--- config.mk ---
export PLATFORM = sky130hd
export DESIGN_NAME = floppy_stepper
export DESIGN_NICKNAME = d
export VERILOG_FILES = /design/src/rtl/floppy_stepper.sv
export SDC_FILE = /design/constraint.sdc
export NUM_CORES = 1
export LEC_CHECK = 0
export ABC_CLOCK_PERIOD_IN_PS = 3440
export BUFFER_PORTS_ARGS = -buffer_cell sky130_fd_sc_hd__buf_4
export CAP_MARGIN = 20
export CORE_UTILIZATION = 30
export CTS_CLUSTER_SIZE = 25
export DETAILED_ROUTE_END_ITERATION = 10
export GPL_ROUTABILITY_DRIVEN = 0
export GPL_TIMING_DRIVEN = 0
export PLACE_DENSITY_LB_ADDON = 0.15
export SLEW_MARGIN = 25
export SYNTH_ARGS = -nofsm -noshare
export SYNTH_HDL_FRONTEND = slang
export SYNTH_SLANG_ARGS = --single-unit
--- constraint.sdc ---
create_clock -name clk -period 3.44 [get_ports clk]
set_input_delay 0.172 -clock clk [delete_from_list [all_inputs] [get_ports clk]]
set_output_delay 0.172 -clock clk [all_outputs]
set_load 0.005 [all_outputs]
--- src/rtl/floppy_stepper.sv ---
// Drives one floppy drive's STEP/DIR lines so the head-step rate sounds a note.
// After reset it homes the head to track 0, then bounces between the track limits while playing.
module floppy_stepper #(
    parameter int          TRACKS    = 80,
    parameter int          HOME_HALF = 100000,
    parameter logic [21:0] SILENT    = 22'h3fffff
) (
    input  logic        clk,
    input  logic        rst,
    input  logic [21:0] setpoint,
    input  logic        gate,
    output logic        step_n,
    output logic        dir,
    output logic [6:0]  track,
    output logic        homing
);

    typedef enum logic [1:0] {
        S_HOME,
        S_IDLE,
        S_PLAY
    } state_t;

    localparam logic [21:0] HOME_LIMIT = 22'(HOME_HALF);
    localparam logic [6:0]  TRACK_MAX  = 7'(TRACKS - 1);

    state_t      r_state, w_state_nx;
    logic [21:0] r_count, w_count_nx;
    logic        r_step_n, w_step_n_nx;
    logic        r_dir, w_dir_nx;
    logic        r_homing, w_homing_nx;
    logic [6:0]  r_track, w_track_nx;

    logic [21:0] w_limit;
    logic        w_due;
    logic        w_note_ok;
    logic        w_engine;

    // Widened compare so a limit of 0 or 1 toggles immediately instead of wrapping.
    assign w_limit   = (r_state == S_HOME) ? HOME_LIMIT : setpoint;
    assign w_due     = ({1'b0, r_count} + 23'd1) >= {1'b0, w_limit};
    assign w_note_ok = gate && (setpoint != SILENT) && (setpoint >= 22'd2);

    // NOTE: every next-state signal gets a default first so no path through the case infers a latch.
    always_comb begin
        w_state_nx  = r_state;
        w_count_nx  = r_count;
        w_step_n_nx = r_step_n;
        w_dir_nx    = r_dir;
        w_homing_nx = r_homing;
        w_track_nx  = r_track;
        w_engine    = 1'b0;

        case (r_state)
            S_HOME: w_engine = 1'b1;
            S_IDLE: begin
                w_count_nx  = '0;
                w_step_n_nx = 1'b1;
                if (w_note_ok) w_state_nx = S_PLAY;
            end
            S_PLAY: begin
                // A due toggle while high still falls, so a low half is never skipped or cut short.
                if (!w_note_ok && r_step_n && !w_due) begin
                    w_state_nx = S_IDLE;
                    w_count_nx = '0;
                end else begin
                    w_engine = 1'b1;
                end
            end
            default: w_state_nx = S_HOME;
        endcase

        if (w_engine) begin
            if (w_due) begin
                w_count_nx  = '0;
                w_step_n_nx = ~r_step_n;
                if (r_step_n) begin
                    w_track_nx = r_dir ? (r_track - 7'd1) : (r_track + 7'd1);
                end else begin
                    // Reversing on the rising edge gives DIR a full half-period of setup.
                    if (r_track == '0)            w_dir_nx = 1'b0;
                    else if (r_track == TRACK_MAX) w_dir_nx = 1'b1;
                    if (r_state == S_HOME && r_track == '0) begin
                        w_homing_nx = 1'b0;
                        w_state_nx  = S_IDLE;
                    end
                    if (r_state == S_PLAY && !w_note_ok) w_state_nx = S_IDLE;
                end
            end else begin
                w_count_nx = r_count + 22'd1;
            end
        end
    end

    // NOTE: sequential state uses non-blocking assignments so all registers update together.
    always_ff @(posedge clk) begin
        if (rst) begin
            r_state  <= S_HOME;
            r_count  <= '0;
            r_step_n <= 1'b1;
            r_dir    <= 1'b1;
            r_homing <= 1'b1;
            r_track  <= TRACK_MAX;
        end else begin
            r_state  <= w_state_nx;
            r_count  <= w_count_nx;
            r_step_n <= w_step_n_nx;
            r_dir    <= w_dir_nx;
            r_homing <= w_homing_nx;
            r_track  <= w_track_nx;
        end
    end

    assign step_n = r_step_n;
    assign dir    = r_dir;
    assign track  = r_track;
    assign homing = r_homing;

endmodule

==> impl_metrics.py, run 1 <==
metrics = {
    "setup_path": {
        "timing_endpoint_of_the_critical_path": "track[5]",
        "crit_chain": "and4_4 > nand4_1 > nor3_2 > xor2_1 > ha_1 > nand4_1 > nor4_4 > a2111oi_4 > a211oi_4 > buf_4 > o21ai_4 > mux2_2",
        "critPathMaxStageDelay_ps": 420,
        "critical_path_arrival_ps": 3480,
        "r2r_cells": 12,
        "setup.worst_path.start": "r_count[2]",
        "reg2reg_setup_slack_ps": 160,
        "timing.critical_path.fanout_max": 6,
        "timing.critical_path.mode_cell": "sky130_fd_sc_hd__nand4_1",
        "regToRegStartpoint": "r_count[2]",
        "timing.critical_path.to_type": "register",
        "worstReg2RegEnd": "track[5]",
        "critical_path_required_ps": 3640,
        "worstSetupPathType": "reg -> reg",
        "timing.critical_path.slowest_stage_cell": "sky130_fd_sc_hd__a2111oi_4",
        "timing.critical_path.from_type": "register",
    },
    "die": {
        "coreArea_mm2": 0.00889,
        "initial_utilization": 0.316,
        "dieWidth_um": 98.9,
        "die_h_um": 98.9,
        "rows": 34,
        "number_of_top_level_design_ports": 35,
        "floorplan.die_area_mm2": 0.00977,
    },
    "yosys": {
        "postSynthNetCount": 390,
        "synth-seq-cells": 34,
        "synthMostInstantiatedCell": "sky130_fd_sc_hd__nand2_1",
        "synth_top_cell_by_area": "sky130_fd_sc_hd__dfxtp_1",
        "netlist_instances": 336,
        "synth.lib_cells_used.distinct": 55,
        "synthFlopType": "sky130_fd_sc_hd__dfxtp_1",
        "synth.cell_area_mm2": 0.00281,
        "synth.area.top_cells": "sky130_fd_sc_hd__dfxtp_1 24%, sky130_fd_sc_hd__ha_1 12%, sky130_fd_sc_hd__a32o_1 6.8%",
        "post_synth_most_frequent_cells": "39 x sky130_fd_sc_hd__nand2_1, 34 x sky130_fd_sc_hd__dfxtp_1, 30 x sky130_fd_sc_hd__nor2_1",
        "synth_top_area_share": 0.242,
        "synth_async_sr_flop_share": 0,
        "yosysSeqAreaShare": 0.242,
        "ys_warn_count": 0,
        "syn_avg_cell_area_um2": 8.37,
        "synth-edff-count": 0,
    },
    "clock_network": {
        "clkSinkCount": 34,
        "tritoncts": "built",
        "clk_pin_slew_worst_paths_ps": 80,
        "clk_path_buf_depth": 2,
        "cts_made_buffers": 5,
        "hold_buffers": 0,
        "htree_num_levels": 2,
        "worstSkewPairLatency_ps": 300,
        "cts_root_buffer": "sky130_fd_sc_hd__clkbuf_8",
    },
    "grt": {
        "largest_net_degree_at_the_start_of_global_routing": 12,
        "grt_first_pass_wirelength_um": 13000,
        "globalRouteOverflowTotal": 0,
        "grt_antenna_before_repair": 0,
        "first_global_vias": 2561,
        "grtUsageTotal": 0.171,
    },
    "sta": {
        "finalCritPeriodShare": 0.954,
        "slew_at_the_pin_with_the_worst_max_slew_slack_ps": 570,
        "setup_viol": 0,
        "timing.final.max_slew_violations": 0,
        "fin_crit_ps": 3280,
        "hold_ws_ps": 194,
        "slew-limit-headroom": 0.620,
        "fmaxAchievable_mhz": 305,
        "final.setup_skew_ps": 11.7,
        "timing_hold_violations_final": 0,
        "rsz0062_at_grt": "yes",
    },
    "routing": {
        "vias_per_cell": 5.58,
        "drt_pre_antenna_iters": 5,
        "via_count_of_the_routed_design": 2736,
        "drt_wl_total_um": 8010,
        "wire_per_inst_um": 16.4,
        "drtIter0Drc": 202,
        "drc_errors": 0,
        "drt.antenna.violating_nets": 0,
    },
    "placed_design": {
        "dp.final_hpwl_um": 6260,
        "placedInstanceArea_mm2": 0.00320,
        "placed_cells_incl_taps": 478,
        "port-buffer-count": 34,
    },
    "finish": {
        "final-instance-count-excl-fill": 490,
        "layout.core_utilization": 0.389,
        "antenna_cells_inserted": 0,
        "finalInstanceArea_mm2": 0.00346,
        "layout-area-overhead-vs-synth_pct": 22.9,
        "layout-drive-gt1-share": 0.217,
        "finish.net_count": 435,
    },
    "worst_hold_path": {
        "worstHoldPathType": "in -> reg",
    },
    "power_and_ir_drop": {
        "report.power.total_w": 0.000804,
        "power.density_mw_per_mm2": 233,
        "peakVddDrop_mv": 0.117,
        "leakage_dissipation_nw": 1.37,
    },
    "run": {
        "cap_violations": 0,
    },
    "run_status": {
        "run_status": "completed",
    },
}
## metal layers
| metal | routed length, um | vias to the layer above | global-route usage |
|---|---|---|---|
| li1 | - | 1358 | - |
| met1 | 4020 | 1287 | 0.246 |
| met2 | 3380 | 79 | 0.262 |
| met3 | 445 | 12 | 0.0298 |
| met4 | 167 | 0 | 0.0459 |
| met5 | 0 | - | 0 |
## cell type report
type                       count  area [um2]
multi-input combinational    279        2120
buffer                        17         106
tap                          108         135
timing repair buffer          39         293
sequential                    34         692
clock buffer                   6        82.6
inverter                       5        18.8
clock inverter                 2        12.5
fill                         935        5430
## what timing repair did
item,in CTS,in global routing
pin swaps,4,8
endpoints found under the setup margin,34,29
resized for setup,6,26
buffers inserted,2,3
## sequential cells by signal (all words and copies together), names as in the netlist
register  flops
r_count      22
track         7
r_state       2
dir           1
homing        1
step_n        1
## critical path: cells and delay by family (launching register included)
kind                     cells  cell delay, ps
AND/OR/NAND/NOR              5             980
adder cells (fa/ha/maj)      1             280
multiplexers                 1             360
flip-flops                   1             390
buffers and inverters        1             170
XOR/XNOR                     1             220
AO/OA/AOI/OAI                3             770
## per-stage QoR
step	setup WS, ps	TNS [ps]
after floorplan	270	0
after global placement	-396	-8640
after detailed placement	-437	-10650
after CTS	39.9	0
after global routing	-13.5	-21.6
final	159	0
## logic make-up (layout without fill, tap and decap cells)
kind of cell,after synthesis,in the layout,synth area share
AND/OR/NAND/NOR,150,150,0.280
flip-flops,34,34,0.242
XOR/XNOR,22,22,0.0685
multiplexers,8,8,0.0293
buffers and inverters,23,69,0.0387
AO/OA/AOI/OAI,70,70,0.210
adder cells (fa/ha/maj),29,29,0.132
## where the power goes
| part | internal [W] | switching (W) | total, W |
|---|---|---|---|
| combinational | 0.0000343 | 0.0000382 | 0.0000725 |
| sequential | 0.000397 | 0.00000626 | 0.000403 |
| clock | 0.000161 | 0.000167 | 0.000328 |
## how the worst min path moves through the flow
stage	start	to	slack, ps	cells after the start
after floorplan	gate	r_state[0]	330	3
after global placement	homing	homing	450	2
after detailed placement	homing	homing	460	2
after CTS	gate	r_state[0]	190	4
after global routing	gate	r_state[0]	210	4
final	gate	r_state[0]	190	4
## placed cells by master (no fill, tap or decap), types with 7 or more instances in the layout
cell type	netlist	layout
sky130_fd_sc_hd__buf_4	1	40
sky130_fd_sc_hd__nand2_1	39	39
sky130_fd_sc_hd__nor2_1	30	30
sky130_fd_sc_hd__ha_1	28	27
sky130_fd_sc_hd__dfxtp_1	34	27
sky130_fd_sc_hd__a32o_1	19	19
sky130_fd_sc_hd__nand4_1	18	18
sky130_fd_sc_hd__xnor2_1	15	13
sky130_fd_sc_hd__a21oi_1	11	11
sky130_fd_sc_hd__nand3_1	12	11
sky130_fd_sc_hd__clkbuf_1	11	10
sky130_fd_sc_hd__nor2b_1	9	9
sky130_fd_sc_hd__o21ai_0	7	7
sky130_fd_sc_hd__xor2_1	7	7
No activity file was read; power rests on OpenSTA's default activity.
==> run 2, diff against run 1 <==
--- a/config.mk
+++ b/config.mk
@@ -6,11 +6,11 @@
 export NUM_CORES = 1
 export LEC_CHECK = 0
 export ABC_CLOCK_PERIOD_IN_PS = 3440
-export BUFFER_PORTS_ARGS = -buffer_cell sky130_fd_sc_hd__buf_4
 export CAP_MARGIN = 20
 export CORE_UTILIZATION = 30
 export CTS_CLUSTER_SIZE = 25
 export DETAILED_ROUTE_END_ITERATION = 10
+export DONT_BUFFER_PORTS = 1
 export GPL_ROUTABILITY_DRIVEN = 0
 export GPL_TIMING_DRIVEN = 0
 export PLACE_DENSITY_LB_ADDON = 0.15
==> impl_metrics.py, run 2 (same netlist as run 1, synthesis figures left out) <==
metrics = {
    "grt": {
        "first_global_vias": 2502,
        "grtUsageTotal": 0.169,
        "grt_first_pass_wirelength_um": 12900,
        "largest_net_degree_at_the_start_of_global_routing": 11,
        "globalRouteOverflowTotal": 0,
        "grt_antenna_before_repair": 0,
    },
    "setup_path": {
        "regToRegStartpoint": "r_count[0]",
        "worstReg2RegEnd": "track[4]",
        "r2r_cells": 13,
        "worst-path-buf-inv": 2,
        "timing.critical_path.fanout_max": 7,
        "critical_path_required_ps": 3620,
        "crit_chain": "ha_2 > and4_1 > buf_4 > nand3_1 > xnor2_2 > ha_1 > nand4_1 > nor4_4 > a2111oi_4 > a211oi_2 > buf_4 > o21ai_4 > mux2_2",
        "worst_path_dominant_cell_family": "compound AO/OA/AOI/OAI gates",
        "worstSetupPathType": "reg -> reg",
        "timing.critical_path.from_type": "register",
        "timing.critical_path.mode_cell": "sky130_fd_sc_hd__buf_4",
        "worstSetupPathDepth": 13,
        "critPathMaxStageDelay_ps": 400,
        "timing.critical_path.slowest_stage_cell": "sky130_fd_sc_hd__dfxtp_2",
        "reg2reg_setup_slack_ps": 160,
        "timing.critical_path.to_type": "register",
        "critical_path_arrival_ps": 3460,
    },
    "routing": {
        "met3_length_um": 472,
        "wire_per_inst_um": 17.2,
        "vias_per_cell": 5.71,
        "wl_met2_um": 3240,
        "route.top_layer_used": "met4",
        "drc_errors": 0,
        "via_count_of_the_routed_design": 2610,
        "drt_wl_total_um": 7840,
        "drt_pre_antenna_iters": 4,
        "drt.antenna.violating_nets": 0,
        "detail_route.wirelength.met1_um": 4040,
        "drtIter0Drc": 153,
    },
    "clock_network": {
        "clkSinkCount": 34,
        "clk_pin_slew_worst_paths_ps": 80,
        "clk_path_buf_depth": 2,
        "cts_made_buffers": 5,
        "htree_num_levels": 2,
        "cts_root_buffer": "sky130_fd_sc_hd__clkbuf_8",
        "worstSkewPairLatency_ps": 290,
        "tritoncts": "built",
    },
    "placed_design": {
        "port-buffer-count": 0,
        "dp.final_hpwl_um": 6090,
        "placed_cells_incl_taps": 444,
    },
    "die": {
        "die_h_um": 98.9,
        "rows": 34,
        "coreArea_mm2": 0.00889,
        "floorplan.die_area_mm2": 0.00977,
        "number_of_top_level_design_ports": 35,
        "dieWidth_um": 98.9,
        "initial_utilization": 0.316,
    },
    "finish": {
        "layout.core_utilization": 0.358,
        "mostFrequentLayoutCells": "39 x sky130_fd_sc_hd__nand2_1, 29 x sky130_fd_sc_hd__dfxtp_1, 28 x sky130_fd_sc_hd__nor2_1",
        "antenna_cells_inserted": 0,
        "finish.net_count": 402,
        "top_register": "r_count",
        "final-instance-count-excl-fill": 457,
        "layout-drive-gt1-share": 0.146,
        "max_reg_flops": 22,
        "layout-area-overhead-vs-synth_pct": 13.2,
        "mostFrequentLayoutCell": "sky130_fd_sc_hd__nand2_1",
    },
    "sta": {
        "timing_hold_violations_final": 0,
        "finalCritPeriodShare": 0.952,
        "fmaxAchievable_mhz": 305,
        "timing.final.max_slew_violations": 0,
        "slew_at_the_pin_with_the_worst_max_slew_slack_ps": 554,
        "slew-limit-headroom": 0.630,
        "setup_viol": 0,
        "fin_crit_ps": 3280,
        "final.setup_skew_ps": 5.51,
    },
    "power_and_ir_drop": {
        "leakage_dissipation_nw": 1.20,
        "power.density_mw_per_mm2": 239,
        "peakVddDrop_mv": 0.0981,
    },
    "run_status": {
        "run_status": "completed",
    },
    "worst_hold_path": {
        "min_to": "r_state[0]",
        "hold-path-cell-count": 3,
        "holdCritStartpoint": "gate",
        "worstHoldPathType": "in -> reg",
    },
    "run": {
        "cap_violations": 0,
    },
}
run 2: changes by cell type in the layout (fill, tap and decap cells not counted), moves of 2 or more:
cell,previous run,this run
sky130_fd_sc_hd__buf_4,40,9
sky130_fd_sc_hd__nor2_1,30,28
sky130_fd_sc_hd__nor2_2,1,3
sky130_fd_sc_hd__buf_6,5,2
sky130_fd_sc_hd__dfxtp_1,27,29
run 2: area by class of cell:
| cell class | instances | area (um2) |
|---|---|---|
| Fill cell | 927 | 5710 |
| Buffer | 17 | 92.6 |
| Inverter | 5 | 18.8 |
| Multi-Input combinational cell | 279 | 2110 |
| Clock inverter | 1 | 5.00 |
| Tap cell | 108 | 135 |
| Timing Repair Buffer | 6 | 45.0 |
| Sequential cell | 34 | 687 |
| Clock buffer | 7 | 86.3 |
run 2: timing repair:
action | 4_1_cts | 5_1_grt
endpoints found under the setup margin | 34 | 33
pin swaps | 5 | 5
hold buffers | 0 | 0
gates resized for setup | 11 | 16
buffers inserted | 2 | 4
run 2: worst max path at each step:
stage,from,to,slack (ps)
6_report,r_count[0],track[4],160
5_1_grt,r_count[7],r_count[12],-20
4_1_cts,r_count[7],track[4],8
3_5_place_dp,r_state[0],track[4],-460
3_3_place_gp,r_count[2],track[4],-470
2_1_floorplan,r_count[2],track[4],270
run 2: power breakdown:
| part | switching (W) | internal (W) | leakage, nW |
|---|---|---|---|
| Clock | 0.000159 | 0.000162 | 0.0482 |
| Combinational | 0.0000236 | 0.0000153 | 0.877 |
| Sequential | 0.00000494 | 0.000397 | 0.277 |
| Total | 0.000188 | 0.000574 | 1.20 |
run 2: worst register-to-register path, cell delays in order (launching register included):
cell and delay (ps):
sky130_fd_sc_hd__dfxtp_2 400, sky130_fd_sc_hd__ha_2 250, sky130_fd_sc_hd__and4_1 190, sky130_fd_sc_hd__buf_4 160, sky130_fd_sc_hd__nand3_1 130, sky130_fd_sc_hd__xnor2_2 170
sky130_fd_sc_hd__ha_1 330, sky130_fd_sc_hd__nand4_1 210, sky130_fd_sc_hd__nor4_4 80, sky130_fd_sc_hd__a2111oi_4 380, sky130_fd_sc_hd__a211oi_2 120, sky130_fd_sc_hd__buf_4 180
sky130_fd_sc_hd__o21ai_4 220, sky130_fd_sc_hd__mux2_2 370
run 2: through the flow:
step           area, um2  setup TNS (ps)  hold slack (ps)  power [W]  setup slack, ps
2_1_floorplan       2810               0              325   0.000438              270
3_3_place_gp        2950          -12940              340   0.000448             -470
3_5_place_dp        2950          -10770              347   0.000448             -460
4_1_cts             3090               0             34.0   0.000774             7.90
5_1_grt             3180            -166             89.1   0.000794            -24.4
6_report            3180               0             45.0   0.000762              164
run 2: layer usage:
metal,global-route usage,up-vias
met2,0.242,54
li1,-,1303
met1,0.256,1246
met5,0,-
met4,0.0482,0
met3,0.0298,7
